[config.mk]
export PLATFORM = sky130hd
export DESIGN_NAME = iomem_pwm
export DESIGN_NICKNAME = d
export VERILOG_FILES = /design/src/rtl/iomem_pwm_pkg.sv /design/src/rtl/iomem_pwm_channel.sv /design/src/rtl/iomem_pwm.sv
export SDC_FILE = /design/constraint.sdc
export NUM_CORES = 1
export LEC_CHECK = 0
export CAP_MARGIN = 20
export CELL_PAD_IN_SITES_DETAIL_PLACEMENT = 2
export CELL_PAD_IN_SITES_GLOBAL_PLACEMENT = 2
export CORE_MARGIN = 2
export CORE_UTILIZATION = 30
export DETAILED_ROUTE_END_ITERATION = 8
export MAX_ROUTING_LAYER = met4
export PLACE_DENSITY = 0.72
export SETUP_SLACK_MARGIN = 0.3
export SYNTH_ARGS = -nofsm -noshare
export SYNTH_HDL_FRONTEND = slang
export SYNTH_SLANG_ARGS = --single-unit
[constraint.sdc]
create_clock -name clk -period 4.8 [get_ports clk]
set_clock_uncertainty 0.15 [all_clocks]
set_input_delay 0.72 -clock clk [delete_from_list [all_inputs] [get_ports clk]]
set_output_delay 0.72 -clock clk [all_outputs]
set_load 0.1 [all_outputs]
[src/rtl/iomem_pwm_pkg.sv]
// Register map, control/status bit positions and bus helpers shared by the
// PWM peripheral RTL and the generated firmware header.
package iomem_pwm_pkg;

  // Word indices into the block, taken from iomem_addr[6:2]
  localparam int unsigned REG_CTRL   = 0;
  localparam int unsigned REG_PRESC  = 1;
  localparam int unsigned REG_PERIOD = 2;
  localparam int unsigned REG_STATUS = 3;
  localparam int unsigned REG_DUTY0  = 4;

  localparam int unsigned CTRL_EN     = 0;
  localparam int unsigned CTRL_IRQEN  = 1;
  localparam int unsigned CTRL_INV    = 8;
  localparam int unsigned STATUS_WRAP = 16;

  typedef enum logic [2:0] {
    SEL_CTRL,
    SEL_PRESC,
    SEL_PERIOD,
    SEL_STATUS,
    SEL_DUTY,
    SEL_NONE
  } reg_sel_e;

  function automatic logic [31:0] strobe_merge(input logic [31:0] cur,
                                               input logic [31:0] wdata,
                                               input logic [3:0]  wstrb);
    logic [31:0] res;
    res = cur;
    for (int unsigned b = 0; b < 4; b++) begin
      if (wstrb[b]) res[8*b +: 8] = wdata[8*b +: 8];
    end
    return res;
  endfunction

endpackage

[src/rtl/iomem_pwm_channel.sv]
// One PWM channel: active duty register loaded from the shadow on request,
// compare against the shared counter, polarity select, registered output.
module pwm_channel #(
  parameter int unsigned CW = 16
) (
  input  logic          clk,
  input  logic          resetn,
  input  logic          en,
  input  logic          load,
  input  logic          inv,
  input  logic [CW-1:0] cnt,
  input  logic [CW-1:0] duty,
  output logic          pwm
);

  logic [CW-1:0] active_duty;

  always_ff @(posedge clk) begin
    if (!resetn) begin
      active_duty <= '0;
      pwm         <= 1'b0;
    end else begin
      if (load) active_duty <= duty;
      pwm <= en ? ((cnt < active_duty) ^ inv) : inv;
    end
  end

endmodule

[src/rtl/iomem_pwm.sv]
// Multi-channel PWM peripheral on the picosoc iomem bus: register decode,
// prescaler and shared period counter; per-channel compare in pwm_channel.
module iomem_pwm
  import iomem_pwm_pkg::*;
#(
  parameter int unsigned NCH  = 2,
  parameter int unsigned CW   = 16,
  parameter logic [7:0]  BASE = 8'h03
) (
  input  logic           clk,
  input  logic           resetn,
  input  logic           iomem_valid,
  output logic           iomem_ready,
  input  logic [3:0]     iomem_wstrb,
  input  logic [31:0]    iomem_addr,
  input  logic [31:0]    iomem_wdata,
  output logic [31:0]    iomem_rdata,
  output logic [NCH-1:0] pwm_out,
  output logic           irq
);

  logic           en;
  logic           irqen;
  logic [NCH-1:0] inv;
  logic [CW-1:0]  presc;
  logic [CW-1:0]  period;
  logic [CW-1:0]  pcnt;
  logic [CW-1:0]  cnt;
  logic           wrap;
  logic [CW-1:0]  duty [NCH];

  logic           access;
  logic           wr;
  logic [4:0]     idx;
  reg_sel_e       sel;
  logic [31:0]    rd_word;
  logic [31:0]    wr_word;
  logic           tick;
  logic           wrap_evt;
  logic           duty_load;
  logic           wrap_clr;
  logic           unused;

  assign access = iomem_valid && !iomem_ready && (iomem_addr[31:24] == BASE);
  assign wr     = access && (|iomem_wstrb);
  assign idx    = iomem_addr[6:2];

  always_comb begin
    if (32'(idx) == REG_CTRL)        sel = SEL_CTRL;
    else if (32'(idx) == REG_PRESC)  sel = SEL_PRESC;
    else if (32'(idx) == REG_PERIOD) sel = SEL_PERIOD;
    else if (32'(idx) == REG_STATUS) sel = SEL_STATUS;
    else if (32'(idx) >= REG_DUTY0 && 32'(idx) < REG_DUTY0 + NCH) sel = SEL_DUTY;
    else                             sel = SEL_NONE;
  end

  always_comb begin
    rd_word = '0;
    case (sel)
      SEL_CTRL: begin
        rd_word[CTRL_EN]         = en;
        rd_word[CTRL_IRQEN]      = irqen;
        rd_word[CTRL_INV +: NCH] = inv;
      end
      SEL_PRESC:  rd_word[CW-1:0] = presc;
      SEL_PERIOD: rd_word[CW-1:0] = period;
      SEL_STATUS: begin
        rd_word[CW-1:0]    = cnt;
        rd_word[STATUS_WRAP] = wrap;
      end
      SEL_DUTY: begin
        for (int unsigned i = 0; i < NCH; i++) begin
          if (32'(idx) == REG_DUTY0 + i) rd_word[CW-1:0] = duty[i];
        end
      end
      default: rd_word = '0;
    endcase
  end

  // Merging strobed bytes into the current readback keeps unwritten bytes and
  // drops bits beyond each field once truncated.
  assign wr_word = strobe_merge(rd_word, iomem_wdata, iomem_wstrb);

  assign tick      = en && (pcnt == presc);
  assign wrap_evt  = tick && (cnt >= period);
  assign duty_load = !en || wrap_evt;
  assign wrap_clr  = wr && (sel == SEL_STATUS) && iomem_wstrb[STATUS_WRAP/8]
                     && iomem_wdata[STATUS_WRAP];
  assign irq       = wrap && irqen;

  always_ff @(posedge clk) begin
    if (!resetn) begin
      en          <= 1'b0;
      irqen       <= 1'b0;
      inv         <= '0;
      presc       <= '0;
      period      <= '0;
      pcnt        <= '0;
      cnt         <= '0;
      wrap        <= 1'b0;
      iomem_ready <= 1'b0;
      iomem_rdata <= '0;
      for (int unsigned i = 0; i < NCH; i++) duty[i] <= '0;
    end else begin
      iomem_ready <= access;
      if (access) iomem_rdata <= rd_word;

      if (!en) begin
        pcnt <= '0;
        cnt  <= '0;
      end else if (tick) begin
        pcnt <= '0;
        cnt  <= wrap_evt ? '0 : cnt + 1'b1;
      end else begin
        pcnt <= pcnt + 1'b1;
      end

      if (wr) begin
        case (sel)
          SEL_CTRL: begin
            en    <= wr_word[CTRL_EN];
            irqen <= wr_word[CTRL_IRQEN];
            inv   <= wr_word[CTRL_INV +: NCH];
          end
          SEL_PRESC:  presc  <= wr_word[CW-1:0];
          SEL_PERIOD: period <= wr_word[CW-1:0];
          SEL_DUTY: begin
            for (int unsigned i = 0; i < NCH; i++) begin
              if (32'(idx) == REG_DUTY0 + i) duty[i] <= wr_word[CW-1:0];
            end
          end
          default: ;
        endcase
      end

      // A wrap in the same cycle as a write-1-clear leaves the flag set
      if (wrap_evt)      wrap <= 1'b1;
      else if (wrap_clr) wrap <= 1'b0;
    end
  end

  for (genvar g = 0; g < NCH; g++) begin : g_ch
    pwm_channel #(.CW(CW)) u_ch (
      .clk    (clk),
      .resetn (resetn),
      .en     (en),
      .load   (duty_load),
      .inv    (inv[g]),
      .cnt    (cnt),
      .duty   (duty[g]),
      .pwm    (pwm_out[g])
    );
  end

  assign unused = ^{iomem_addr[23:7], iomem_addr[1:0], wr_word[31:CW]};

endmodule

==> run summary, run 1 <==
The fraction of synthesized cell area taken by the top area cell type is 26.2%. The switching portion of total power was 27.5%. The kind of critical path was reg2reg.

The portion of the clock cycle consumed by the worst path in the final layout came out at 71.0%. Class of the tightest hold or removal check: reg2reg. The most frequent cell after synthesis was sky130_fd_sc_hd__dfxtp_1.

The number of synthesized register bits is 153. Length of the first detailed-routing pass in iterations: 5. Counting flops with a built-in enable in the synthesized netlist gives 32. The TritonCTS buffer count is 17.

During I/O placement, the number of pins put on the boundary was 107. For the post-synthesis instance area, the log shows 0.00926 mm². Floorplan core area: 0.0305 mm². Clock net sink count: 153. Buffers inserted to repair hold after CTS numbered 0. The smallest clock period supported by the final layout is computed as 3410 ps.

The count of filler cells inserted in the layout was 3394; the layout overhead on the synthesized area was 15.2%. Number of resized instances in the post-cts repair step: 0. The combinational cell fraction of total power was 8.0%; the antenna diode count was 0.

TritonCTS built the clock tree. Clock insertion delay at the later pin of the skew report: 450 ps. The signal on the critical path passes through ha_1 -> a21o_1 -> a221oi_1 -> a31o_2 -> buf_4 -> or4_1 -> nand3_1.

The total power per unit cell area was 286 mW/mm². Of the total power, the clock network draws 47.4%. The worst hold path was traced through 2 stages. The data required time at the worst endpoint was 4970 ps. STA classifies the critical path endpoint as a flip-flop. The measured slew at the worst slew-check pin is 1000 ps, and the number of global-route vias before repair is 9009. Detailed placement finished with a half-perimeter wire length of 23300 µm.

The buffering stage count on the worst path with inverters included is 1, and the total number of cells along the worst setup path is 7. In this run, flip-flops and latches consume 44.6% of the power. The tools report the number of instances in the synthesized netlist as 1062.

In this run, distinct cell masters in the synthesized netlist total 62. The vertical extent of the die is 180 µm, and the average instance area after synthesis is 8.72 µm². The residual antenna-violating net count after detailed routing came out at 0.

The number of antenna violations at the first check in global routing was 0; the buffer levels on the longest clock path was 2. The critical path's largest stage delay works out to 590 ps. In this run the worst path has a maximum fanout of 66.

The first global-routing pass estimated 53000 µm of wire. Measured against its own limit, the worst slew margin works out to 32.8%. The logs give 64 for the number of placement rows and 0.806 for the final weighted congestion in routability-driven placement. In this run the tool buffered the top-level ports with 57 buffer cells. In the routed layout, each cell is associated on average with a via count of 5.79.

In the final design database the tool counted 1187 nets. For the area enclosed by the die boundary, the log shows 0.0323 mm². The die boundary width is 180 µm, and the starting density of the core is 30.3%. Setup violations remaining at the end of the flow were counted as 0. The analysis attributes to net switching a power of 0.000839 W. Clock tree synthesis selected as its root buffer the cell sky130_fd_sc_hd__clkbuf_16. The logs give 0 for the number of slew-limit violations in the final report and 0.00338 mm² for the sequential standard cell area.

The tools report the type of origin of the critical path as a flip-flop. The static leakage came out at 4.08 nW. The biggest area contributor in the post-synthesis netlist is sky130_fd_sc_hd__dfxtp_1. The tools report the detailed router's first-iteration violation count as 522.

After clock tree synthesis, the setup repair step added 0 buffers. Entering global routing, the biggest net connects 85 pins. The overall routed net length was 33400 µm; the area occupied by multi-input gates was 0.00525 mm².

Dividing the detail-routed wire length by the instance count gives 22.6 µm. Among all flip-flop cells after synthesis, the most frequent one is sky130_fd_sc_hd__dfxtp_1. In the synthesized netlist the async set-or-reset flop fraction comes to 0%. The number of cells on the worst reg-to-reg path is 7, and the share of post-route cells with drive strength above 1 is 7.12%.

By area the synthesized netlist is led by sky130_fd_sc_hd__dfxtp_1 26%, sky130_fd_sc_hd__edfxtp_1 10%, sky130_fd_sc_hd__ha_1 6.5%, sky130_fd_sc_hd__nand2_1 3.6%, sky130_fd_sc_hd__o21ai_0 3.3%. The Yosys step of the flow raised 0 warnings. For this run, design rule violations remaining after detail routing come to 0. Adding up every negative setup slack in the final design gives 0 ps. For the proportion of synthesized chip area in sequential cells, the log shows 36.5%.

The commonest cells after synthesis are 121 x sky130_fd_sc_hd__dfxtp_1, 89 x sky130_fd_sc_hd__nand2_1, 79 x sky130_fd_sc_hd__clkbuf_1. For the fmax, the log shows 0.293 GHz. Critical path's slowest cell: sky130_fd_sc_hd__dfxtp_1. The run gives 0.00305 W as the power after layout. Detailed routing inserted a total of 8546 vias. The tools report the number of levels the H-tree was split into as 4. The kind of cell with the highest combined delay along the critical path is compound AO/OA/AOI/OAI gates. Summed over all layers, the global routing overflow is 0. The run finished with clean final reports. Setup repair after global routing left no endpoint under its margin.

The tool flagged a number of max-cap violations equal to 0. Clock-pin slew was measured on the worst setup and hold paths at 80 ps. Aggregate global-route resource usage: 21.5%. The highest ir drop seen on vdd was 0.234 mV; the hold violation total from the final report was 0.

The internal power was 0.00221 W; the data arrival time of the critical path was 3580 ps.
==> layout by cell type, fill, tap and decap left out, types with 15 or more instances in the layout <==
cell,netlist,routed
sky130_fd_sc_hd__clkdlybuf4s50_1,0,55
sky130_fd_sc_hd__buf_4,18,20
sky130_fd_sc_hd__clkbuf_16,0,17
sky130_fd_sc_hd__o2111ai_1,16,16
sky130_fd_sc_hd__o21ai_0,61,59
sky130_fd_sc_hd__and3_1,40,40
sky130_fd_sc_hd__ha_1,48,48
sky130_fd_sc_hd__xor2_1,22,22
sky130_fd_sc_hd__a211o_1,22,22
sky130_fd_sc_hd__nand4_1,24,24
sky130_fd_sc_hd__nor2_1,46,46
sky130_fd_sc_hd__or4_1,34,34
sky130_fd_sc_hd__inv_1,55,55
sky130_fd_sc_hd__a21oi_1,25,25
sky130_fd_sc_hd__a32oi_1,32,32
sky130_fd_sc_hd__a21boi_0,17,17
sky130_fd_sc_hd__conb_1,1,15
sky130_fd_sc_hd__nand3_1,53,53
sky130_fd_sc_hd__edfxtp_1,32,32
sky130_fd_sc_hd__dfxtp_1,121,121
sky130_fd_sc_hd__nand2_1,89,89
sky130_fd_sc_hd__mux2i_1,29,29
==> area by class of cell <==
cell class	count	area share [%]
multi-input cells	764	49.2
flip-flops and latches	153	31.7
repair buffers	77	6.80
well taps	396	4.65
clock buffers	17	3.99
inverters	55	1.94
clock inverters	15	1.67
==> power by group through the flow <==
stage                     registers [W]  clock network (W)  logic [W]
after floorplan                 0.00138                  0   0.000174
after global placement          0.00139                  0   0.000239
after detailed placement        0.00139                  0   0.000244
after CTS                       0.00136            0.00147   0.000246
after global routing            0.00136            0.00152   0.000264
final                           0.00136            0.00145   0.000244
==> state kept, by name (all words and copies together) (netlist names) <==
name	flops
iomem_ready	1
cnt	16
wrap	1
iomem_rdata	17
pcnt	16
inv	2
irqen	1
en	1
duty	32
period	16
presc	16
g_ch.u_ch.pwm	2
g_ch.u_ch.active_duty	32
==> stage by stage <==
stage / cells / hold WS [ps] / worst slack (ps) / util [%] / instance area [µm²]
2_1_floorplan: 1076 / 293 / 935 / - / 9310
3_3_place_gp: 1445 / 313 / 1130 / 33.0 / 10100
3_5_place_dp: 1445 / 320 / 985 / 33.0 / 10100
4_1_cts: 1477 / 341 / 1440 / 35.0 / 10700
5_1_grt: 1477 / 368 / 1260 / 35.0 / 10700
6_report: 1477 / 337 / 1390 / 35.0 / 10700
==> per-layer routing <==
metal,vias to the layer above,wire length (µm),GRT usage (%)
met5,-,0,-
met1,4310,15600,28.1
met4,0,942,7.19
met2,219,15300,33.6
met3,48,1580,3.67
li1,3969,-,-
==> cell families after synthesis <==
kind of cell             after synthesis  synth area share, %
XOR/XNOR                              30                 2.84
multiplexers                          32                 3.62
AO/OA/AOI/OAI                        270                 21.5
adder cells (fa/ha/maj)               48                 6.49
buffers and inverters                159                 7.38
other                                  1               0.0405
flip-flops                           153                 36.5
AND/OR/NAND/NOR                      369                 21.6
==> path summary, 6_finish.rpt <==
kind	from	slack, ps	end
max reg2reg	cnt[10]$_SDFFE_PN0P_	1390	g_ch[0].u_ch.active_duty[11]$_SDFFE_PN0P_
min	iomem_rdata[16]$_SDFFE_PN0P_	340	iomem_rdata[16]$_SDFFE_PN0P_
max	cnt[10]$_SDFFE_PN0P_	1390	g_ch[0].u_ch.active_duty[11]$_SDFFE_PN0P_
min reg2reg	iomem_rdata[16]$_SDFFE_PN0P_	340	iomem_rdata[16]$_SDFFE_PN0P_
==> worst reg2reg max path: stages (launching register included) <==
cell	delay, ps
sky130_fd_sc_hd__dfxtp_1	590
sky130_fd_sc_hd__ha_1	350
sky130_fd_sc_hd__a21o_1	190
sky130_fd_sc_hd__a221oi_1	500
sky130_fd_sc_hd__a31o_2	560
sky130_fd_sc_hd__buf_4	600
sky130_fd_sc_hd__or4_1	270
sky130_fd_sc_hd__nand3_1	80
Power figures use the tool's default switching activity.
==> run 2: changes to the inputs <==
- clock period: 4.8 -> 3.3 ns (I/O delays scaled with it)
==> run summary, run 2 (synthesis gave the netlist of run 1 again) <==
In this run the remaining antenna-violating nets after routing total 0. VDD sags by at most 0.313 mV. The initialized floorplan defines 64 standard-cell rows.

The detailed router's first-iteration violation count was 610. Summing internal, switching and leakage power gives 0.00445 W. The data arrival time of the critical path was 3070 ps; the number of port buffers was 57. The largest single stage delay on the critical path is 530 ps. Summed over all layers, the global routing overflow is 0. Registers are responsible for 44.5% of the overall power. The run gives 9072 as the number of global-route vias before repair.

In the final design database the tool counted 1224 nets. The run gives 0.00318 W as the internal power. Routed wirelength normalized by instance count: 22.8 µm. The TritonCTS buffer count is 17. For this design the ratio of total power to cell area is 405 mW/mm². Traced cell by cell, the critical path runs through clkdlybuf4s50_1 -> or4_4 -> or4_4 -> buf_4 -> nor2_1 -> nand3_1 -> buf_4 -> a211oi_1.

The vertical extent of the die is 180 µm. The core region is 0.0305 mm². In this run the tightest slew margin relative to its limit is 50.2%. Once the floorplan was initialized, standard cells occupied 30.3% of the core. Clock-pin slew was measured on the worst setup and hold paths at 80 ps. In this run the worst path has a maximum fanout of 11. The clock insertion delay at the later pin of the skew report is 450 ps, and the HPWL after detailed placement is 25000 µm. The H-tree generated during clock tree synthesis spans 4 levels. The worst setup path is captured at a flip-flop. The run gives 5 as the length of the first detailed-routing pass in iterations. STA classifies the critical path startpoint as an input pin.

OpenSTA, run right after detailed placement, puts the worst setup slack at -78.8 ps. For the final-layout worst hold slack, the log shows 340 ps. The switching portion of total power is 28.6%, and the count of non-filler cells in the finished layout is 1515. The routed design could run at a clock period as short as 3010 ps. The post-route netlist has 12.7% of its cells at a drive strength greater than 1. The logs give 4.33 nW for the static leakage and 85 for the maximum number of pins on one net before global-route repair. Buffer cell driving the clock tree root: sky130_fd_sc_hd__clkbuf_16. For the worst setup path, the data required time is 3360 ps. The tools report the aggregate global-route resource usage as 22.1%. The run gives 0 as the hold violation total from the final report.

The layout overhead on the synthesized area was 18.7%; the number of slew-limit violations in the final report was 0. The buffering stage count on the worst path with inverters included came out at 3. The area enclosed by the die boundary is 0.0323 mm², and the setup fix buffers added after clock tree synthesis is 0.

The count of filler cells inserted in the layout is 3356. The fmax is 0.332 GHz. For the buffer levels on the longest clock path, the log shows 2.

For the pin with the worst max-slew slack, the measured transition is 744 ps. The overall routed net length is 34600 µm. CTS saw 153 sinks. The logs give 1 for the number of antenna violations at the first check in global routing and 8.2% for the combinational cell fraction of total power.

Summed over all nets, the switching power comes to 0.00127 W. The least setup slack across all paths after layout was 291 ps. Across all register-to-register paths, the minimum setup slack is 450 ps.

The met1 track demand over resource is 29.3%. In this run the most used layer during global routing was met2. In the global route stage, met3 resource usage came out at 3.10%. The number of max-capacitance violations reported was 0. At the end of routability-driven placement, the weighted congestion stood at 0.802. Summing over every cut layer, the via total after detailed routing is 8739. For this design the top-level I/O count stands at 107.

The die boundary width is 180 µm. TritonCTS built the clock tree. Leading cell type in the layout, fill and taps excluded: sky130_fd_sc_hd__dfxtp_1. The kind of critical path is in2reg. The final routed DRC violation total was 0. The library cells used most frequently in the layout, excluding fill and tap cells, are 121 x sky130_fd_sc_hd__dfxtp_1, 89 x sky130_fd_sc_hd__nand2_1, 74 x sky130_fd_sc_hd__buf_4. The cell family contributing the most delay on the critical path is simple AND/OR/NAND/NOR gates.

Setup repair after global routing could not meet its margin everywhere. Global routing consumed, on the met2 layer, 34.4% of the routing resources. The path class of the tightest hold or removal check is reg2reg.

On the critical path, the stage with the largest delay is an instance of sky130_fd_sc_hd__or4_4. Setup violations remaining at the end of the flow were counted as 0. The count of placed standard cells including taps came out at 1482. The first global-routing pass estimated 54400 µm of wire. After detailed routing, the number of vias per cell comes to 5.77. The largest registers in the layout are duty (32), g_ch.u_ch.active_duty (32), iomem_rdata (17). After layout, the worst path uses 91.2% of the clock period.

The run finished with clean final reports. Of the total power, the clock network draws 47.2%.
==> run 2: changes by cell type in the layout (fill, tap and decap cells not counted), sizes merged <==
cell and change:
buf +58, clkinv +1, clkdlybuf4s50 -21, diode +1, bufinv -1
==> run 2: metal layers <==
| layer | wire length, µm | vias to the layer above |
|---|---|---|
| li1 | - | 4051 |
| met1 | 16300 | 4458 |
| met2 | 16100 | 186 |
| met3 | 1180 | 44 |
| met4 | 960 | 0 |
| met5 | 0 | - |
==> run 2: final timing paths <==
check / startpoint / end / cells after the start
setup reg to reg: period[4]$_SDFFE_PN0P_ / cnt[0]$_SDFFE_PN0P_ / 8
hold / removal: irqen$_SDFFE_PN0P_ / irqen$_SDFFE_PN0P_ / 2
hold reg to reg: irqen$_SDFFE_PN0P_ / irqen$_SDFFE_PN0P_ / 2
setup / recovery: iomem_addr[27] / duty[0][29]$_DFFE_PP_ / 8
==> run 2: timing repair <==
action / CTS / global route
endpoints found under the setup margin: 2 / 24
gates resized for setup: 1 / 4
hold buffers: 0 / 0
==> run 2: area by class of cell <==
class / instances / area (µm²) / share of cell area, %
Sequential cell: 153 / 3380 / 30.8
Antenna cell: 1 / 2.50 / 0.0228
Inverter: 55 / 206 / 1.88
Clock inverter: 15 / 193 / 1.75
Timing Repair Buffer: 114 / 1000 / 9.11
Tap cell: 396 / 495 / 4.51
Multi-Input combinational cell: 764 / 5290 / 48.1
Clock buffer: 17 / 425 / 3.87
==> run 2: power by group through the flow <==
stage	logic, W	clock network [W]	registers, W
after floorplan	0.000253	0	0.00201
after global placement	0.000355	0	0.00202
after detailed placement	0.000364	0	0.00202
after CTS	0.000367	0.00213	0.00198
after global routing	0.000398	0.00220	0.00199
final	0.000366	0.00210	0.00198
==> run 2: metrics by stage <==
step / instance area, µm² / TNS (ps) / utilization [%]
6_report: 11000 / 0 / 36.0
5_1_grt: 11000 / 0 / 36.0
4_1_cts: 11000 / 0 / 35.9
3_5_place_dp: 10300 / -307 / 33.9
3_3_place_gp: 10300 / 0 / 33.9
2_1_floorplan: 9310 / 0 / -
==> run 2: worst reg2reg max path, delay by kind of cell, from the launching register on <==
family                   cells  cell delay [ps]
AO/OA/AOI/OAI                5             1620
adder cells (fa/ha/maj)      1              240
buffers and inverters        2              310
flip-flops                   1              420
